==> config.mk <==
export PLATFORM = sky130hd
export DESIGN_NAME = div_tick_ctrl
export DESIGN_NICKNAME = d
export VERILOG_FILES = /design/src/rtl/div_tick_ctrl_pkg.sv /design/src/rtl/div_tick_counter.sv /design/src/rtl/div_tick_ctrl.sv
export SDC_FILE = /design/constraint.sdc
export NUM_CORES = 1
export LEC_CHECK = 0
export ABC_AREA = 1
export CAP_MARGIN = 20
export CORE_MARGIN = 5
export CORE_UTILIZATION = 35
export CTS_BUF_LIST = sky130_fd_sc_hd__clkbuf_8
export CTS_CLUSTER_DIAMETER = 150
export DETAILED_ROUTE_END_ITERATION = 7
export MAX_ROUTING_LAYER = met4
export PLACE_DENSITY_LB_ADDON = 0.12
export SLEW_MARGIN = 40
export SYNTH_ARGS = -nofsm -noshare
export SYNTH_HDL_FRONTEND = slang
export SYNTH_HIERARCHICAL = 1
export SYNTH_SLANG_ARGS = --single-unit
==> constraint.sdc <==
create_clock -name clk -period 3.4 [get_ports clk]
set_clock_uncertainty 0.2 [all_clocks]
set_input_delay 0.68 -clock clk [delete_from_list [all_inputs] [get_ports clk]]
set_output_delay 0.68 -clock clk [all_outputs]
set_load 0.02 [all_outputs]
==> src/rtl/div_tick_ctrl_pkg.sv <==
// Shared definitions for the programmable divide-by-N tick controller.
// State encoding and the smallest divisor the controller will run with.
package div_tick_ctrl_pkg;

  typedef enum logic {
    ST_IDLE = 1'b0,
    ST_RUN  = 1'b1
  } state_t;

  localparam int DIV_MIN = 2;

endpackage

==> src/rtl/div_tick_counter.sv <==
// Period counter: counts 0..limit-1 while enabled and flags the terminal count.
// clear has priority over enable and forces the count back to zero.
module div_tick_counter #(
  parameter int WIDTH = 8
) (
  input  logic             clk,
  input  logic             rst,
  input  logic             clear,
  input  logic             enable,
  input  logic [WIDTH-1:0] limit,
  output logic [WIDTH-1:0] cnt,
  output logic             tc
);

  localparam logic [WIDTH-1:0] ONE = WIDTH'(1);

  logic [WIDTH-1:0] cnt_reg;
  logic [WIDTH-1:0] cnt_next;

  // limit is always >= 2, so limit-1 cannot wrap around
  assign tc = (cnt_reg == (limit - ONE));

  always_comb begin
    cnt_next = cnt_reg;
    if (clear) begin
      cnt_next = '0;
    end else if (enable) begin
      cnt_next = tc ? '0 : cnt_reg + ONE;
    end
  end

  always_ff @(posedge clk or posedge rst) begin
    if (rst) begin
      cnt_reg <= '0;
    end else begin
      cnt_reg <= cnt_next;
    end
  end

  assign cnt = cnt_reg;

endmodule

==> src/rtl/div_tick_ctrl.sv <==
// Programmable divide-by-N tick controller with start/stop and handshaked divisor updates.
// Define DIV_TICK_CTRL_BURST_EN to add finite bursts (burst_len / done ports).
module div_tick_ctrl
  import div_tick_ctrl_pkg::*;
#(
  parameter int WIDTH       = 8,
  parameter int DEFAULT_DIV = 3
) (
  input  logic             clk,
  input  logic             rst,
  input  logic             start,
  input  logic             stop,
  input  logic             cfg_valid,
  input  logic [WIDTH-1:0] cfg_div,
  output logic             cfg_ready,
  output logic             cfg_err,
  output logic             busy,
  output logic             tick,
`ifdef DIV_TICK_CTRL_BURST_EN
  input  logic [WIDTH-1:0] burst_len,
  output logic             done,
`endif
  output logic [WIDTH-1:0] cur_div
);

  localparam logic [WIDTH-1:0] DIV_MIN_W  = WIDTH'(DIV_MIN);
  localparam logic [WIDTH-1:0] DIV_RESET  = WIDTH'(DEFAULT_DIV);

  state_t           state_reg;
  logic [WIDTH-1:0] cur_div_reg;
  logic [WIDTH-1:0] pend_div_reg;
  logic             pend_valid_reg;
  logic             cfg_err_reg;

  logic [WIDTH-1:0] cnt;
  logic             tc;
  logic             run;
  logic             accept;
  logic             legal;
  logic             burst_fin;
  logic             leave_run;

  assign run       = (state_reg == ST_RUN);
  assign cfg_ready = !pend_valid_reg;
  assign accept    = cfg_valid && cfg_ready;
  assign legal     = (cfg_div >= DIV_MIN_W);
  assign leave_run = run && (stop || burst_fin);

  div_tick_counter #(
    .WIDTH (WIDTH)
  ) u_counter (
    .clk    (clk),
    .rst    (rst),
    .clear  (!run || leave_run),
    .enable (run),
    .limit  (cur_div_reg),
    .cnt    (cnt),
    .tc     (tc)
  );

  always_ff @(posedge clk or posedge rst) begin
    if (rst) begin
      state_reg      <= ST_IDLE;
      cur_div_reg    <= DIV_RESET;
      pend_div_reg   <= DIV_RESET;
      pend_valid_reg <= 1'b0;
      cfg_err_reg    <= 1'b0;
    end else begin
      cfg_err_reg <= accept && !legal;

      case (state_reg)
        ST_IDLE: if (start && !stop) state_reg <= ST_RUN;
        ST_RUN:  if (leave_run)      state_reg <= ST_IDLE;
        default: state_reg <= ST_IDLE;
      endcase

      // A held value lands on a period boundary or when leaving RUN
      if (pend_valid_reg && run && (tc || leave_run)) begin
        cur_div_reg    <= pend_div_reg;
        pend_valid_reg <= 1'b0;
      end

      // accept implies the slot is empty, so this never races the commit above
      if (accept && legal) begin
        if (!run || leave_run) begin
          cur_div_reg <= cfg_div;
        end else begin
          pend_div_reg   <= cfg_div;
          pend_valid_reg <= 1'b1;
        end
      end
    end
  end

`ifdef DIV_TICK_CTRL_BURST_EN
  logic [WIDTH-1:0] burst_len_reg;
  logic [WIDTH-1:0] tick_cnt_reg;
  logic             done_reg;

  // The Nth tick has already been counted by the time its period wraps
  assign burst_fin = run && tc && (burst_len_reg != '0) && (tick_cnt_reg == burst_len_reg);

  always_ff @(posedge clk or posedge rst) begin
    if (rst) begin
      burst_len_reg <= '0;
      tick_cnt_reg  <= '0;
      done_reg      <= 1'b0;
    end else begin
      done_reg <= burst_fin && !stop;
      if (!run && start && !stop) begin
        burst_len_reg <= burst_len;
        tick_cnt_reg  <= '0;
      end else if (tick && (burst_len_reg != '0)) begin
        tick_cnt_reg <= tick_cnt_reg + WIDTH'(1);
      end
    end
  end

  assign done = done_reg;
`else
  assign burst_fin = 1'b0;
`endif

  assign tick    = run && (cnt == '0);
  assign busy    = run;
  assign cfg_err = cfg_err_reg;
  assign cur_div = cur_div_reg;

endmodule
# Word-level counts from Yosys, hierarchy flattened
# Index checks and enable logic that the tools add are counted.
# classes
n_mux	12
eq_ne	1
n_addsub	2
n_reduce_logical	17
order_cmp	1
bitwise_logic	2
# op_table
cell	count
8-bit 2-to-1 mux	6
8-bit by 1-bit adder with 8-bit output (second input constant)	1
8-bit equality test	1
8-bit by 2-bit greater-or-equal comparator with 1-bit output (second input constant)	1
1-bit logical AND	8
8-bit logical NOT	1
8-bit by 1-bit subtractor with 8-bit output (second input constant)	1
1-bit 2-to-1 mux	5
1-bit logical NOT	4
1-bit logical OR	2
1-bit inverter	2
1-bit case mux with 2 select lines	1
2-bit AND reduction	1
2-bit nonzero test	1
# totals
inputBits	13
regBits	27
elab_cells	41
output_inout_bits	12

# Logic depth before layout (Yosys ltp)
# Gate-level depths: netlist of run 1.
# logic_depth
word_depth	7
depth_mapped	18
depth_no_buf	17

# Hierarchy
# Netlist of run 1, hierarchy kept.
# modules_own_cells
mod	cells_each	area_each_um2	n_inst
div_tick_ctrl	131	1053.5	1
div_tick_counter	131	749.5	1

# Worst setup path before layout of run 1
# OpenSTA, ideal clock, no wires.
# synth_path
path_kind	flip-flop to flip-flop
startpoint	reg cur_div_reg[0], in the netlist cur_div[0]
endpoint	reg cur_div_reg[4], in the netlist cur_div[4]
arrival_time_ps	2180
path_stages_with_launch	19
period_less_slack_ps	2497
path_buffers	1
setup_ps	117
setup_slack_ps	903
cell_sequence	dfstp_2 inv_1 ha_1 nand2_1 inv_1 nor2_1 nand2_1 nor2_1 nand3_1 nor2_2 nand3_2 inv_1 or2_1 buf_6 nand2_8 nand2_2 nand2_1 nand2_1 nand2_1
# synth_via
elab_chain_len	7
# synth_rtl
element	line_no	source
start: declaration	div_tick_ctrl.sv:30	logic [WIDTH-1:0] cur_div_reg;
start signal: assignment	div_tick_ctrl.sv:79	cur_div_reg <= pend_div_reg;
start signal: assignment	div_tick_ctrl.sv:86	cur_div_reg <= cfg_div;
8-bit by 1-bit subtractor with 8-bit output *	div_tick_counter.sv:21	assign tc = (cnt_reg == (limit - ONE));
8-bit equality test *	div_tick_counter.sv:21	
named net tc	div_tick_ctrl.sv:36	logic tc;
1-bit logical OR *	div_tick_ctrl.sv:78	if (pend_valid_reg && run && (tc || leave_run)) begin
1-bit logical AND *	div_tick_ctrl.sv:78	
8-bit 2-to-1 mux *	div_tick_ctrl.sv:78	
8-bit 2-to-1 mux	div_tick_ctrl.sv:85	if (!run || leave_run) begin
8-bit 2-to-1 mux *	div_tick_ctrl.sv:84	if (accept && legal) begin
# The timed path passes the listed nets; every way through them passes the cells marked *.
# A chain may end at the register's enable or synchronous reset.

# Final worst setup path of run 1
# layout_path
startpoint	reg cur_div_reg[0], in the netlist cur_div[0]
endpoint	reg cur_div_reg[5], in the netlist cur_div[5]
# The elaborated chain is that of the path after synthesis.

==> results of run 1 <==
[logic make-up after synthesis]
logic type	Yosys count
AOI/OAI and AO/OA	4
xor gates and xnor gates	5
adders and majority gates	2
buffers and inverters	39
DFF	27
and+or+nand+nor	185
[power breakdown]
part           switching [W]  total (W)  internal [W]
Sequential          0.000116   0.000552      0.000436
Clock               0.000103   0.000185     0.0000822
Combinational       0.000378   0.000651      0.000273
[worst max-delay path, delay by kind of cell (launching register included)]
family                   cells  cell delay [ns]
adder cells (fa/ha/maj)      1             0.32
buffers and inverters        3             0.24
flip-flops                   1             0.57
AND/OR/NAND/NOR             13             1.37
[cell usage after synthesis (all sizes together)]
cell / number
nand4: 19
buf: 5
clkinv: 1
and2: 1
nor3: 5
xor2: 3
a21oi: 3
inv: 33
nand3: 20
nand2: 108
o21ai: 1
dfrtp: 23
xnor2: 2
nor2: 30
dfstp: 4
or2: 2
ha: 2
[final timing paths]
check,start,to,cells past startpoint
max,cur_div[0],cur_div[5],17
min,pend_div_reg[0],pend_div_reg[0],2
max reg2reg,cur_div[0],cur_div[5],17
min in group asynchronous,rst,u_counter/cnt[1],2
min reg2reg,pend_div_reg[0],pend_div_reg[0],2
max in group asynchronous,rst,cur_div[0],2
[layer usage]
metal  vias to the layer above  global-route usage, %  share of wire, %
met5                         -                      -                 0
met4                         0                   3.49              0.55
met3                         2                   2.41               3.5
met2                        25                   23.7                49
met1                       752                   17.4                47
li1                        874                      -                 -
[stage by stage]
stage          util [%]  worst slack, ns  area [sq um]  hold WS (ns)  std cells
2_1_floorplan         -            0.903          1800         0.243        262
3_3_place_gp       41.4            0.636          2090         0.264        351
3_5_place_dp       41.4            0.596          2090         0.267        351
4_1_cts            42.3            0.579          2130         0.281        355
5_1_grt            42.3            0.268          2130         0.295        355
6_report           42.3            0.592          2130         0.281        355
[final cells by class]
type                    count  area, sq um  area share [%]
well taps                  70         87.6            4.10
clock inverters             1         5.00           0.234
multi-input cells         196          951            44.5
inverters                  34          129            6.04
flip-flops and latches     27          681            31.9
clock buffers               3         41.3            1.93
repair buffers             24          240            11.3
==> flow_summary.yaml, run 1 <==
yosys:
  synth-compound-area-share_pct: 1.11
  synth_xor_xnor_area_share_pct: 2.43
  synthMuxAreaShare_pct: 0
  synth_cell_types: 26
  synth_top_family_by_area: "simple AND/OR/NAND/NOR gates"
  ys_seq_area_share_pct: 37.8
  syn-mean-instance-area_sq_um: 6.88
  yosys.area_share.adder_pct: 1.39
  netlist_area_sq_mm: 0.00180
  synth-seq-cells: 27
  yosys_warnings: 6
  yosys.area_share.simple_pct: 47.8
  syn_nets: 277
  yosysTopAreaCell: "dfrtp_1"
  synth_cells: 262
  synth_top_area_share_pct: 31.9
  synth_area_leaders: "dfrtp_1 32%, nand2_1 20%, nand4_1 6.6%"
setup_path:
  cp_slowest_cell: "dfstp_2"
  worst-setup-path-type: "reg -> reg"
  path_max_fanout: 9
  cp.arrival_ns: 2.78
  rrSetupSlack_ns: 0.59
  critPathLaunchType: "flop"
  cp_data_required_time_ns: 3.37
  cpMostUsedCell: "nand2_1"
  cp-end-kind: "flop"
  path_cells: "inv_1, ha_1, nand2_1, inv_1, nor2_1, nand2_1, nor2_1, nand3_1, nor2_2, nand3_2, inv_1, or2_1, nand2_8, nand2_2, nand2_1, nand2_1, nand2_1"
  critPathMaxStageDelay_ns: 0.57
cts:
  cts-root-buf: "clkbuf_8"
  cts_tree: "built"
  clkTransAtPathRegs_ns: 0.09
  cts.sinks: 27
  htree_levels: 1
  cts-resized-gates: 0
  cts.path.max_buffers: 2
  cts_setup_buffers: 0
  numCtsBuffers: 3
  clock_latency_ns: 0.27
  cts_hold_buf: 0
sta:
  min_period_over_period_pct: 82.6
  fmax_mhz: 356
  finalSetupViolCount: 0
  finalCriticalPeriod_ns: 2.81
  slew-limit-headroom_pct: 54.3
  rsz0062_at_grt: "false"
  finalSetupTns_ns: 0
  hold_violations: 0
  maxSlewViolCount: 0
  tightest_slew_ns: 0.682
power_and_ir_drop:
  p_total_w: 0.00139
  powerDensity_mw_per_mm2: 650
  power.leakage_nw: 1.07
  vdd_drop_max_mv: 0.261
route:
  ant_nets: 0
  routed-via-count: 1653
  viasPerCell: 4.66
  drc: 0
  dr.first_iter.drc_count: 49
  wl_per_cell_um: 11.8
  wirelength_um: 4180
  dr.pass1.iters: 4
global_routing:
  grt_max_degree: 20
  gr-total-overflow: 0
  grt_first_pass_wirelength_um: 7260
  grt_pass1_vias: 1604
  antenna_found_initial: 0
  track_usage_pct: 14.0
layout:
  antenna_cells: 0
  layout_commonest_cell: "nand2_1"
  final_layout_size_suffix_gt1_share_pct: 11.2
  areaGrowthSynthToFinish_pct: 18.4
  layout_common_cells: "98 x nand2_1, 28 x inv_1, 25 x nor2_1"
  nFillCells: 558
  layout.nets: 301
die:
  core_area_sq_mm: 0.00504
  start_util_pct: 35.8
  dieHeight_um: 81.8
  dieArea_sq_mm: 0.00669
  fp-row-count: 26
  ioPinCount: 25
  die_w_um: 81.8
hold_path:
  min_path_type: "reg -> reg"
status:
  run_status: "complete, no violations"
place:
  dp_hpwl_um: 3280
  gp_congestion: 0.860
  io_buffers: 24
run:
  maxCapViolCount: 0
Power figures use the tool's default switching activity.
==> run 2: changes to the inputs <==
==> constraint.sdc (replaced) <==
create_clock -name clk -period 2.7 [get_ports clk]
set_clock_uncertainty 0.2 [all_clocks]
set_input_delay 0.54 -clock clk [delete_from_list [all_inputs] [get_ports clk]]
set_output_delay 0.54 -clock clk [all_outputs]
set_load 0.02 [all_outputs]
==> run 2 against run 1 <==
Total power grew 28%; setup slack lost 0.43 ns; critical path depth fell by 12; clock power rose by 28%; clock-buffer cell count unchanged; largest power group unchanged.
==> flow_summary.yaml, run 2 (same netlist as run 1, synthesis figures left out) <==
cts:
  htree_levels: 1
  cts_tree: "built"
  cts.path.max_buffers: 2
  cts-resized-gates: 0
  clock_latency_ns: 0.28
  cts_hold_buf: 0
  cts_setup_buffers: 0
  cts.sinks: 27
  numCtsBuffers: 3
  clkTransAtPathRegs_ns: 0.10
  cts-root-buf: "clkbuf_8"
sta:
  tightest_slew_ns: 0.711
  finalSetupViolCount: 0
  min_period_over_period_pct: 93.9
  maxSlewViolCount: 0
  fmax_mhz: 394
  hold_violations: 0
  setup_slack_ns: 0.164
  hold_ws_ns: 0.275
  finalCriticalPeriod_ns: 2.54
  finalSetupTns_ns: 0
  slew-limit-headroom_pct: 52.3
  rsz0062_at_grt: "false"
die:
  ioPinCount: 25
  fp-row-count: 26
  start_util_pct: 35.8
  dieArea_sq_mm: 0.00669
  core_area_sq_mm: 0.00504
  die_w_um: 81.8
  dieHeight_um: 81.8
layout:
  layout_common_cells: "98 x nand2_1, 28 x inv_1, 25 x nor2_1"
  final_layout_size_suffix_gt1_share_pct: 14.9
  final_area_sq_mm: 0.00222
  layout.nets: 312
  nFillCells: 531
  areaGrowthSynthToFinish_pct: 23.2
  layout_commonest_cell: "nand2_1"
  antenna_cells: 0
route:
  wirelength_um: 4080
  dr.first_iter.drc_count: 62
  ant_nets: 0
  routed-via-count: 1659
  viasPerCell: 4.53
  drc: 0
  wl_per_cell_um: 11.2
  dr.pass1.iters: 4
power_and_ir_drop:
  powerDensity_mw_per_mm2: 799
  vdd_drop_max_mv: 0.445
  power.leakage_nw: 1.12
setup_path:
  cp.arrival_ns: 1.80
  rrSetupSlack_ns: 0.34
  cp-end-kind: "output pin"
  critPathLaunchType: "flop"
  path_max_fanout: 7
  cp_data_required_time_ns: 1.96
  worst-setup-path-type: "reg -> out"
global_routing:
  grt_pass1_vias: 1555
  antenna_found_initial: 0
  gr-total-overflow: 0
  grt_first_pass_wirelength_um: 7090
  track_usage_pct: 13.7
  grt_max_degree: 20
place:
  dp_hpwl_um: 3310
  gp_congestion: 0.819
  io_buffers: 24
  pre_cts_slack_ns: 0.177
  dpl_cell_area_sq_mm: 0.00217
run:
  maxCapViolCount: 0
hold_path:
  min_path_type: "reg -> reg"
status:
  run_status: "complete, no violations"
==> run 2: changes by cell type in the layout (fill, tap and decap cells not counted) <==
cell        change
clkinvlp_4      +1
buf_4          +11
or2_1           -1
or2_4           +1
clkinv_2        -1
==> run 2: worst max-delay path, cell delays in order, from the launching register on <==
cell and delay [ns]:
dfrtp_1 0.47, nor2_1 0.12, nand2_1 0.08, nor3_1 0.12, and2_1 0.14, clkdlybuf4s50_1 0.59
==> run 2: final timing paths <==
| kind | cells after the start | from | to |
|---|---|---|---|
| worst min-delay path | 2 | pend_div_reg[0] | pend_div_reg[0] |
| worst max register to register | 16 | cur_div[0] | cur_div[4] |
| worst max-delay path | 5 | u_counter/cnt[3] | tick |
| min in group asynchronous | 2 | rst | u_counter/cnt[6] |
| max in group asynchronous | 2 | rst | cur_div[1] |
| worst min register to register | 2 | pend_div_reg[0] | pend_div_reg[0] |
==> run 2: area by class of cell <==
| cell class | count | area, sq um | share of cell area [%] |
|---|---|---|---|
| Multi-Input combinational cell | 196 | 953 | 42.9 |
| Sequential cell | 27 | 681 | 30.6 |
| Timing Repair Buffer | 35 | 323 | 14.5 |
| Inverter | 34 | 129 | 5.80 |
| Tap cell | 70 | 87.6 | 3.94 |
| Clock buffer | 3 | 41.3 | 1.86 |
| Clock inverter | 1 | 7.51 | 0.338 |
==> run 2: per-stage QoR <==
stage	cells	utilization (%)	total power, W
floorplan	262	-	0.00125
global placement	362	43.1	0.00155
detailed placement	362	43.1	0.00156
CTS	366	44.0	0.00180
global route	366	44.1	0.00194
finish	366	44.1	0.00177
==> run 2: power by group <==
part           internal (W)  switching, W  leakage [nW]
Clock              0.000105      0.000132        0.0217
Sequential         0.000550      0.000140         0.341
Combinational      0.000368      0.000480         0.756
Total               0.00102      0.000752          1.12
==> run 2: layer usage <==
metal  global-route usage, %  wire length [um]
met1                    17.5              2000
met2                    22.8              1910
met3                    2.08               140
met4                    3.49                34
met5                       -                 0
==> run 3: changes to the inputs <==
--- a/config.mk
+++ b/config.mk
@@ -14,6 +14,7 @@
 export DETAILED_ROUTE_END_ITERATION = 7
 export MAX_ROUTING_LAYER = met4
 export PLACE_DENSITY_LB_ADDON = 0.12
+export RECOVER_POWER = 100
 export SLEW_MARGIN = 40
 export SYNTH_ARGS = -nofsm -noshare
 export SYNTH_HDL_FRONTEND = slang
==> run 3 against run 2 <==
Final area decreased by 0.96%; maximum frequency barely moved; clock power about the same; final cell count unchanged; register-to-register slack hardly changed; critical path depth unchanged; setup slack barely moved; critical path type unchanged; highest routed layer unchanged.
==> flow_summary.yaml, run 3 (same netlist as run 1, synthesis figures left out) <==
status:
  run_status: "complete, no violations"
die:
  core_area_sq_mm: 0.00504
  ioPinCount: 25
  fp-row-count: 26
  dieHeight_um: 81.8
  die_w_um: 81.8
  start_util_pct: 35.8
  dieArea_sq_mm: 0.00669
setup_path:
  path_cells: "nor2_1, nand2_1, nor3_1, and2_1, clkdlybuf4s50_1"
  critPathMaxStageDelay_ns: 0.59
  cp_data_required_time_ns: 1.96
  worst-setup-path-type: "reg -> out"
  path_delay_family: "buffers and inverters"
  path_max_fanout: 7
  cp-end-kind: "output pin"
  crit_buf_inv: 1
  cp_slowest_cell: "clkdlybuf4s50_1"
  critPathLaunchType: "flop"
  cp.arrival_ns: 1.80
route:
  dr.first_iter.drc_count: 67
  wirelength_um: 4090
  routed-via-count: 1642
  ant_nets: 0
  wl_per_cell_um: 11.2
  dr.pass1.iters: 4
  drc: 0
  viasPerCell: 4.49
run:
  maxCapViolCount: 0
cts:
  cts_setup_buffers: 0
  clock_latency_ns: 0.28
  cts.path.max_buffers: 2
  numCtsBuffers: 3
  cts_tree: "built"
  cts.sinks: 27
  cts_hold_buf: 0
  cts-root-buf: "clkbuf_8"
  htree_levels: 1
  clkTransAtPathRegs_ns: 0.10
sta:
  tightest_slew_ns: 0.712
  rsz0062_at_grt: "false"
  fmax_mhz: 394
  finalSetupTns_ns: 0
  hold_ws_ns: 0.276
  finalSetupViolCount: 0
  setup_slack_ns: 0.164
  slew-limit-headroom_pct: 52.2
  maxSlewViolCount: 0
  hold_violations: 0
  finalCriticalPeriod_ns: 2.54
  min_period_over_period_pct: 93.9
global_routing:
  track_usage_pct: 13.7
  grt_max_degree: 20
  grt_first_pass_wirelength_um: 7090
  grt_pass1_vias: 1555
  antenna_found_initial: 0
  gr-total-overflow: 0
layout:
  finish.utilization_pct: 43.6
  antenna_cells: 0
  layout_common_cells: "102 x nand2_1, 28 x inv_1, 26 x nor2_1"
  layout_commonest_cell: "nand2_1"
  areaGrowthSynthToFinish_pct: 22.1
  layout.nets: 312
  final_layout_size_suffix_gt1_share_pct: 12.5
place:
  gp_congestion: 0.819
  dp_hpwl_um: 3310
  io_buffers: 24
  pre_cts_slack_ns: 0.177
hold_path:
  min_path_type: "reg -> reg"
power_and_ir_drop:
  powerDensity_mw_per_mm2: 788
  power.leakage_nw: 1.13
  vdd_drop_max_mv: 0.428
-- run 3: cell count changes in the layout (fill, tap and decap cells not counted) --
cell / change
clkdlybuf4s50_1: -14
dlygate4sd3_1: +14
nand2_1: +4
nand2_2: -4
buf_4: -1
clkbuf_1: +1
nand3_1: +1
nand3_2: -1
nor2_1: +1
nor2_2: -1
-- run 3: metal layers --
layer  track usage (%)  share of wire, %  up-vias
met1              17.5                50      729
met2              22.8                47       15
met3              2.08               2.7        4
met5                 -                 0        -
met4              3.49              0.83        0
li1                  -                 -      894
-- run 3: timing repair --
action                                 4_1_cts  5_1_grt
endpoints found under the hold margin        0        0
setup endpoints to repair                    0        8
resized for setup                            0        1
-- run 3: report_power, final --
part	total, W	switching [W]	leakage, nW	internal, W
clock network	0.000238	0.000133	0.0217	0.000105
logic	0.000812	0.000474	0.767	0.000338
registers	0.000684	0.000135	0.341	0.000549
total	0.00173	0.000742	1.13	0.000992
-- run 3: worst reg2reg max path: cells and delay by family, from the launching register on --
kind | cells | cell delay [ns]
flops | 1 | 0.57
fa+ha+maj | 1 | 0.30
simple gates | 12 | 0.97
buf+inv | 4 | 0.30
-- run 3: path summary, 6_finish.rpt --
check / start / end / slack [ns] / cells past startpoint
setup / recovery: u_counter/cnt[3] / tick / 0.16 / 5
hold reg to reg: pend_div_reg[0] / pend_div_reg[0] / 0.28 / 2
min in group asynchronous: rst / u_counter/cnt[6] / 0.46 / 2
max in group asynchronous: rst / cur_div[1] / 1.38 / 2
setup reg to reg: cur_div[0] / cur_div[4] / 0.33 / 17
hold / removal: pend_div_reg[0] / pend_div_reg[0] / 0.28 / 2
-- run 3: final cells by class --
| cell class | count | area [sq um] |
|---|---|---|
| Inverter | 34 | 129 |
| Multi-Input combinational cell | 196 | 936 |
| Fill cell | 534 | 2840 |
| Timing Repair Buffer | 35 | 319 |
| Clock inverter | 1 | 7.51 |
| Clock buffer | 3 | 41.3 |
| Sequential cell | 27 | 681 |
| Tap cell | 70 | 87.6 |
-- run 3: metrics by stage --
step,instances,cell area [sq um],total power (W)
final,366,2200,0.00173
after global routing,366,2200,0.00190
after CTS,366,2220,0.00180
after detailed placement,362,2170,0.00156
after global placement,362,2170,0.00155
after floorplan,262,1800,0.00125
